### config.mk
export PLATFORM = sky130hd
export DESIGN_NAME = pc_fetch_redirect
export DESIGN_NICKNAME = d
export VERILOG_FILES = /design/src/rtl/fetch_pkg.sv /design/src/rtl/branch_target_calc.sv /design/src/rtl/pc_fetch_redirect.sv
export SDC_FILE = /design/constraint.sdc
export NUM_CORES = 1
export LEC_CHECK = 0
export BUFFER_PORTS_ARGS = -buffer_cell sky130_fd_sc_hd__clkbuf_2
export CAP_MARGIN = 20
export CORE_ASPECT_RATIO = 0.75
export CORE_MARGIN = 2
export CORE_UTILIZATION = 54
export CTS_CLUSTER_DIAMETER = 50
export DETAILED_ROUTE_END_ITERATION = 10
export PLACE_DENSITY = 0.84
export SLEW_MARGIN = 20
export SYNTH_ARGS = -nofsm -noshare
export SYNTH_HDL_FRONTEND = slang
export SYNTH_SLANG_ARGS = --single-unit
### constraint.sdc
create_clock -name clk -period 3.7 [get_ports clk]
set_input_delay 0.74 -clock clk [delete_from_list [all_inputs] [get_ports clk]]
set_output_delay 0.74 -clock clk [all_outputs]
set_load 0.005 [all_outputs]
### src/rtl/fetch_pkg.sv
// Shared definitions for the fetch front end: FSM encoding, PC step and reset PC.
package fetch_pkg;

  typedef enum logic [1:0] {
    FETCH = 2'd0,
    WAIT  = 2'd1,
    DRAIN = 2'd2
  } fetch_state_e;

  localparam logic [31:0] PC_INC           = 32'd4;
  localparam logic [31:0] DEFAULT_RESET_PC = 32'h0000_0000;

endpackage

### src/rtl/branch_target_calc.sv
// Branch target: word-aligned branch PC + 4 + sign-extended word offset, wrapping silently.
module branch_target_calc
  import fetch_pkg::*;
#(
  parameter int ADDR_W = 32
) (
  input  logic [ADDR_W-1:0] branch_pc,
  input  logic [15:0]       branch_imm,
  output logic [ADDR_W-1:0] target
);

  logic [ADDR_W-1:0] base;
  logic [ADDR_W-1:0] offset;
  logic              unused_pc_bits;

  assign unused_pc_bits = ^branch_pc[1:0];
  assign base           = {branch_pc[ADDR_W-1:2], 2'b00};
  assign offset         = {{(ADDR_W-16){branch_imm[15]}}, branch_imm} << 2;
  assign target         = base + ADDR_W'(PC_INC) + offset;

endmodule

### src/rtl/pc_fetch_redirect.sv
// PC / instruction-fetch controller with branch redirect and wrong-path flush.
// Optional FETCH_STATS_EN adds saturating fetch_count / flush_count outputs.
module pc_fetch_redirect
  import fetch_pkg::*;
#(
  parameter int                ADDR_W   = 32,
  parameter logic [ADDR_W-1:0] RESET_PC = ADDR_W'(DEFAULT_RESET_PC)
) (
  input  logic              clk,
  input  logic              reset,
  input  logic              take_branch,
  input  logic [ADDR_W-1:0] branch_pc,
  input  logic [15:0]       branch_imm,
  input  logic              stall,
  output logic              imem_req,
  output logic [ADDR_W-1:0] imem_addr,
  input  logic              imem_ack,
  input  logic [31:0]       imem_rdata,
  output logic [31:0]       instr,
  output logic [ADDR_W-1:0] instr_pc,
  output logic              instr_valid,
  output logic              flush,
  output fetch_state_e      dbg_state
`ifdef FETCH_STATS_EN
  ,
  output logic [15:0]       fetch_count,
  output logic [15:0]       flush_count
`endif
);

  // imem handshake: a request completes in the cycle where imem_req && imem_ack;
  // once raised, imem_req and imem_addr stay put until that cycle (only reset cancels).
  fetch_state_e      state_q, state_d;
  logic [ADDR_W-1:0] pc_q, pc_d;
  logic [ADDR_W-1:0] tgt_q, tgt_d;
  logic [31:0]       instr_q, instr_d;
  logic [ADDR_W-1:0] instr_pc_q, instr_pc_d;
  logic              valid_q, valid_d;
  logic              flush_q, flush_d;
  logic              req_c;
  logic [ADDR_W-1:0] target;

  branch_target_calc #(.ADDR_W(ADDR_W)) u_target (
    .branch_pc  (branch_pc),
    .branch_imm (branch_imm),
    .target     (target)
  );

  always_comb begin
    state_d    = state_q;
    pc_d       = pc_q;
    tgt_d      = tgt_q;
    instr_d    = instr_q;
    instr_pc_d = instr_pc_q;
    valid_d    = valid_q;
    flush_d    = 1'b0;
    req_c      = 1'b0;

    case (state_q)
      FETCH:       req_c = ~valid_q | ~stall;
      WAIT, DRAIN: req_c = 1'b1;
      default:     req_c = 1'b0;
    endcase

    if (take_branch) begin
      flush_d = 1'b1;
      valid_d = 1'b0;
      // An in-flight request cannot be withdrawn, so its data is drained later.
      if (req_c && !imem_ack) begin
        state_d = DRAIN;
        tgt_d   = target;
      end else begin
        state_d = FETCH;
        pc_d    = target;
      end
    end else if (req_c && imem_ack) begin
      state_d = FETCH;
      if (state_q == DRAIN) begin
        pc_d = tgt_q;
        if (!stall) valid_d = 1'b0;
      end else begin
        instr_d    = imem_rdata;
        instr_pc_d = pc_q;
        valid_d    = 1'b1;
        pc_d       = pc_q + ADDR_W'(PC_INC);
      end
    end else begin
      if (req_c && state_q == FETCH) state_d = WAIT;
      else if (!req_c)               state_d = FETCH;
      if (!stall) valid_d = 1'b0;
    end
  end

  always_ff @(posedge clk) begin
    if (reset) begin
      state_q    <= FETCH;
      pc_q       <= RESET_PC;
      tgt_q      <= '0;
      instr_q    <= '0;
      instr_pc_q <= '0;
      valid_q    <= 1'b0;
      flush_q    <= 1'b0;
    end else begin
      state_q    <= state_d;
      pc_q       <= pc_d;
      tgt_q      <= tgt_d;
      instr_q    <= instr_d;
      instr_pc_q <= instr_pc_d;
      valid_q    <= valid_d;
      flush_q    <= flush_d;
    end
  end

  assign imem_req    = req_c & ~reset;
  assign imem_addr   = pc_q;
  assign instr       = instr_q;
  assign instr_pc    = instr_pc_q;
  assign instr_valid = valid_q;
  assign flush       = flush_q;
  assign dbg_state   = state_q;

`ifdef FETCH_STATS_EN
  logic [15:0] fetch_cnt_q, fetch_cnt_d;
  logic [15:0] flush_cnt_q, flush_cnt_d;
  logic        load_c;

  always_comb begin
    load_c      = req_c & imem_ack & ~take_branch & (state_q != DRAIN);
    fetch_cnt_d = fetch_cnt_q;
    flush_cnt_d = flush_cnt_q;
    if (load_c && fetch_cnt_q != 16'hFFFF)  fetch_cnt_d = fetch_cnt_q + 16'd1;
    if (flush_d && flush_cnt_q != 16'hFFFF) flush_cnt_d = flush_cnt_q + 16'd1;
  end

  always_ff @(posedge clk) begin
    if (reset) begin
      fetch_cnt_q <= '0;
      flush_cnt_q <= '0;
    end else begin
      fetch_cnt_q <= fetch_cnt_d;
      flush_cnt_q <= flush_cnt_d;
    end
  end

  assign fetch_count = fetch_cnt_q;
  assign flush_count = flush_cnt_q;
`endif

endmodule
# Word-level counts from Yosys, hierarchy flattened
# Index checks and enable logic that the tools add are counted.
totals:
  regBits: 132
  inputBits: 85
  out_inout_bits: 101
  wordCells: 46
classes:
  addsub: 3
  n_eq_ne: 4
  n_mux: 14
  bitwise: 7
  n_reduce_logical: 11
ops:
  columns: ["op", "n"]
  rows:
  - ["$mux W32", 4]
  - ["$add A32 B3 Y32 const B", 2]
  - ["$add A32 B32 Y32", 1]
  - ["$mux W2", 5]
  - ["$not A1 Y1", 5]
  - ["$mux W1", 4]
  - ["$ne A4 B2 Y1 const B", 1]
  - ["$reduce_and A2 Y1", 2]
  - ["$reduce_or A2 Y1", 2]
  - ["$logic_and A1 B1 Y1", 3]
  - ["$reduce_and A3 Y1", 1]
  - ["$eq A2 B1 Y1 const B", 1]
  - ["$eq A2 B2 Y1 const B", 1]
  - ["$logic_not A2 Y1", 1]
  - ["$ne A2 B2 Y1 const B", 1]
  - ["$pmux W1 S2", 1]
  - ["$reduce_bool A2 Y1", 1]
  - ["$and A1 B1 Y1", 1]
  - ["$logic_not A1 Y1", 1]
  - ["$or A1 B1 Y1", 1]

# Depth between registers and ports, before layout
depth:
  ltp_word: 7
  depth_mapped: 13
  depth_no_buf: 13

# Modules after synthesis
# Synthesis repeated with hierarchy kept, for this count alone.
unflattened:
  hier_cells: 1028
  hier_area_um2: 8000.2
modules_own_cells:
  columns: ["module", "n_inst", "cells_each", "area_each_um2", "seq_area_each_um2"]
  rows:
  - ["pc_fetch_redirect", 1, 776, 5915.7, 2642.5]
  - ["branch_target_calc", 1, 252, 2084.5, 0.0]

# Worst setup path after synthesis
# Ideal clock, no wire load.
synth_path:
  kind: "input to register"
  startpoint: "in branch_pc[3]"
  endpoint: "reg pc_q[15] (netlist: imem_addr[15])"
  setup_time_ps: 86
  arrival_time_ps: 3255
  required_ps: 3614
  slack_ps: 359
  cell_stages: 11
  path_buffers: 0
  path_cell_list: "ha_1 ha_1 fa_1 a21o_1 a221oi_1 o21ai_1 a221o_1 a21oi_1 xnor2_1 mux2i_1 a211oi_1"
synth_between:
  elab_chain_cells: 4
synth_lines:
  columns: ["item", "line_no", "rtl"]
  rows:
  - ["start: declaration", "pc_fetch_redirect.sv:12", "input logic [ADDR_W-1:0] branch_pc,"]
  - ["$add A32 B3 Y32", "branch_target_calc.sv:19", "assign target = base + ADDR_W'(PC_INC) + offset;"]
  - ["$add A32 B32 Y32", "branch_target_calc.sv:19", null]
  - ["$mux W32", "pc_fetch_redirect.sv:69", "if (req_c && !imem_ack) begin"]
  - ["$mux W32", "pc_fetch_redirect.sv:65", "if (take_branch) begin"]
  - ["end signal: assignment", "pc_fetch_redirect.sv:105", "pc_q <= pc_d;"]
  - ["end: declaration", "pc_fetch_redirect.sv:34", "logic [ADDR_W-1:0] pc_q, pc_d;"]
# Every way passes these cells. The select of a mux whose other input is x is not followed.
# A chain may end at the register's enable or synchronous reset.

# Worst setup path after layout
layout_path:
  startpoint: "in branch_pc[7]"
  endpoint: "reg pc_q[28] (netlist: imem_addr[28])"
# Same word-level chain as after synthesis.

==> impl_results.md <==
* Ant. Diodes at 0
* R2r worst-path depth at 10
* Max_slew headroom at 43.2%
* Initial Util at 54.7%
* Area delta synth->final at 22.5%
* Final setup vio count at 0
* Clk slew on worst S/H paths at 60 ps
* Startpoint types: input port
* Post-CTS setup buffer count at 0
* Vias in the first global route at 6,891
* Clock Power Share at 43.2%
* Hpwl dp at 14.0 mm
* Number of hold buffers added after cts at 0
* WP data required at 3960 ps
* Initial antenna violation count at 0
* Final worst path period need at 3420 ps
* TritonRoute pass-1 iters at 7
* Gate power share at 21.2%
* Synth Warn # at 0
* Crit-path max FO at 5
* First-pass GRT wire length at 33.7 mm
* Mapped Area at 7440 sq um
* Sequential fraction of design power at 35.6%
* Hold_ws at 451 ps
* Yosys reg bits at 126
* Leakage at 4.01 nW
* Hold Vio Cnt, Final at 0
* GPL Wtd Cong at 0.902
* Final Max Tran Viols at 0
* Largest net degree at the start of global routing at 79
* Gate Count Post-Synth at 974
* Clock Latency Late Sink at 410 ps
* EDFF count, synth at 0
* Switch Pwr at 1.30 mW
* FMAX at 0.292 GHz
* WS Path Type: in2reg
* Die H at 106 um
* Routed wire length at 20.4 mm
* # port buffers at 179
* Full die area at 14,700 sq um
* FFs w/ async S/R, synth at 0%
* Share of cells above drive strength 1 at 21.5%
* Max Cap Violations at 0
* Clock root buffer: clkbuf_16
* Post-synthesis sequential area ratio at 33.9%
* TritonCTS Sinks at 126
* Inserted Clock Buffers at 17
* I/O pin total at 186
* Switching Share at 29.4%
* Post-cts sizing count at 0
* Chip width at 140 um
* Status: completed
* Hold/Removal Path Class: reg2reg
* Top_reg_cell synth: dfxtp_1
* Slew @ Worst Pin at 849 ps
* Pwr/cell area at 486 nW/um^2
* Wire length per cell at 15.6 um
* Worst setup EP type: flop
* Peak supply drop at 0.401 mV
* # H-tree levels at 4
* Pint at 3.13 mW
* Hold path depth at 2
* RSZ-0062 raised after global routing: false
* Post-synthesis cell type count at 65
* CORE AREA at 13,600 sq um
* Clock buffer depth at 2
* Commonest non-fill, non-tap cell in the layout: nand2_1
* Total Neg Setup Slack at 0 ps
* Post-route ant nets at 0
* Gr ovfl total at 0
* GRT Total Usage at 27.5%
* Final period util at 92.5%
* Worst Skew at 7.16 ps
* Vias per cell at 5.83
* Via count at 7,650
* DRC at 0
* Syn_area_per_cell at 7.64 sq um
* CTS tree: yes
* Rows at 37
* Worst EP arrival at 3680 ps
* Iter 0 DRT Violations at 818
* Final-stage net count at 1,272
* Most frequent cells in the layout: nand2_1, clkbuf_2, a21oi_1, dfxtp_1, nor2_1
==> cell usage after synthesis (all sizes together), types with 11 or more instances <==
master | number | share of area [%]
nand2 | 219 | 11
nand3 | 21 | 1.4
a21o | 16 | 1.6
a31oi | 11 | 1.0
ha | 61 | 10
xor2 | 21 | 2.5
o211ai | 13 | 1.4
nor3 | 19 | 1.4
a21oi | 126 | 8.5
dfxtp | 126 | 34
a211oi | 12 | 1.3
xnor2 | 21 | 2.5
nor2 | 69 | 3.5
inv | 17 | 0.86
nand4 | 14 | 1.2
clkbuf | 50 | 2.5
buf | 16 | 1.1
o21ai | 36 | 2.5
==> registers in the layout, indices dropped and copies added, names as in the netlist <==
signal       count
dbg_state        2
flush            1
imem_addr       30
instr           32
instr_pc        30
instr_valid      1
tgt_q           30
==> layer usage <==
metal	track usage [%]	vias to the layer above	part of all wire, %
li1	-	3731	-
met1	37.5	3545	44
met2	44.4	343	46
met3	5.50	31	8.4
met4	7.79	0	1.3
met5	0	-	0
==> power by group through the flow <==
| stage | clock network [mW] | registers, mW | logic [mW] |
|---|---|---|---|
| floorplan | 0 | 1.57 | 0.642 |
| global placement | 0 | 1.60 | 0.902 |
| detailed placement | 0 | 1.60 | 0.923 |
| CTS | 1.93 | 1.57 | 0.934 |
| global route | 1.99 | 1.59 | 1.05 |
| finish | 1.91 | 1.58 | 0.941 |
==> critical path: stages <==
cell and delay (ps):
clkbuf_2 80, ha_1 290, ha_1 370, a21o_1 240
a31o_2 230, o211ai_2 210, o21ai_2 130, a221o_1 380
a311oi_2 420, xor2_1 120, a2111oi_0 470
==> through the flow <==
stage	power, mW	worst slack, ps	std cells	instance area, sq um	util, %
after global routing	4.63	73.1	1313	9120	67.0
after CTS	4.43	307	1313	9120	67.0
after detailed placement	2.52	-102	1281	8440	62.0
after global placement	2.50	30.2	1281	8440	62.0
final	4.43	276	1313	9120	67.0
after floorplan	2.21	359	977	7450	-
==> area by class of cell <==
type	instances	area, sq um
Multi-Input combinational cell	768	4600
Fill cell	1163	4490
Sequential cell	126	2520
Timing Repair Buffer	195	1030
Clock buffer	18	439
Clock inverter	14	239
Tap cell	175	219
Inverter	17	63.8
==> cells by family after synthesis <==
group / count (synthesis) / share of synthesized area [%]
AO/OA/AOI/OAI: 261 / 21.9
XOR/XNOR: 42 / 4.94
other: 1 / 0.0504
multiplexers: 7 / 0.958
buffers and inverters: 83 / 4.49
adder cells (fa/ha/maj): 62 / 10.5
flip-flops: 126 / 33.9
AND/OR/NAND/NOR: 392 / 23.3
==> path summary, 6_finish.rpt <==
check                                 start                          to  slack, ps
hold reg to reg      instr[30]$_SDFFE_PP0P_      instr[30]$_SDFFE_PP0P_        450
hold / removal       instr[30]$_SDFFE_PP0P_      instr[30]$_SDFFE_PP0P_        450
setup / recovery               branch_pc[7]  imem_addr[28]$_SDFFE_PP0P_        280
setup reg to reg  dbg_state[0]$_SDFFE_PP0P_  imem_addr[30]$_SDFFE_PP0P_        660
Power figures use the tool's default switching activity.
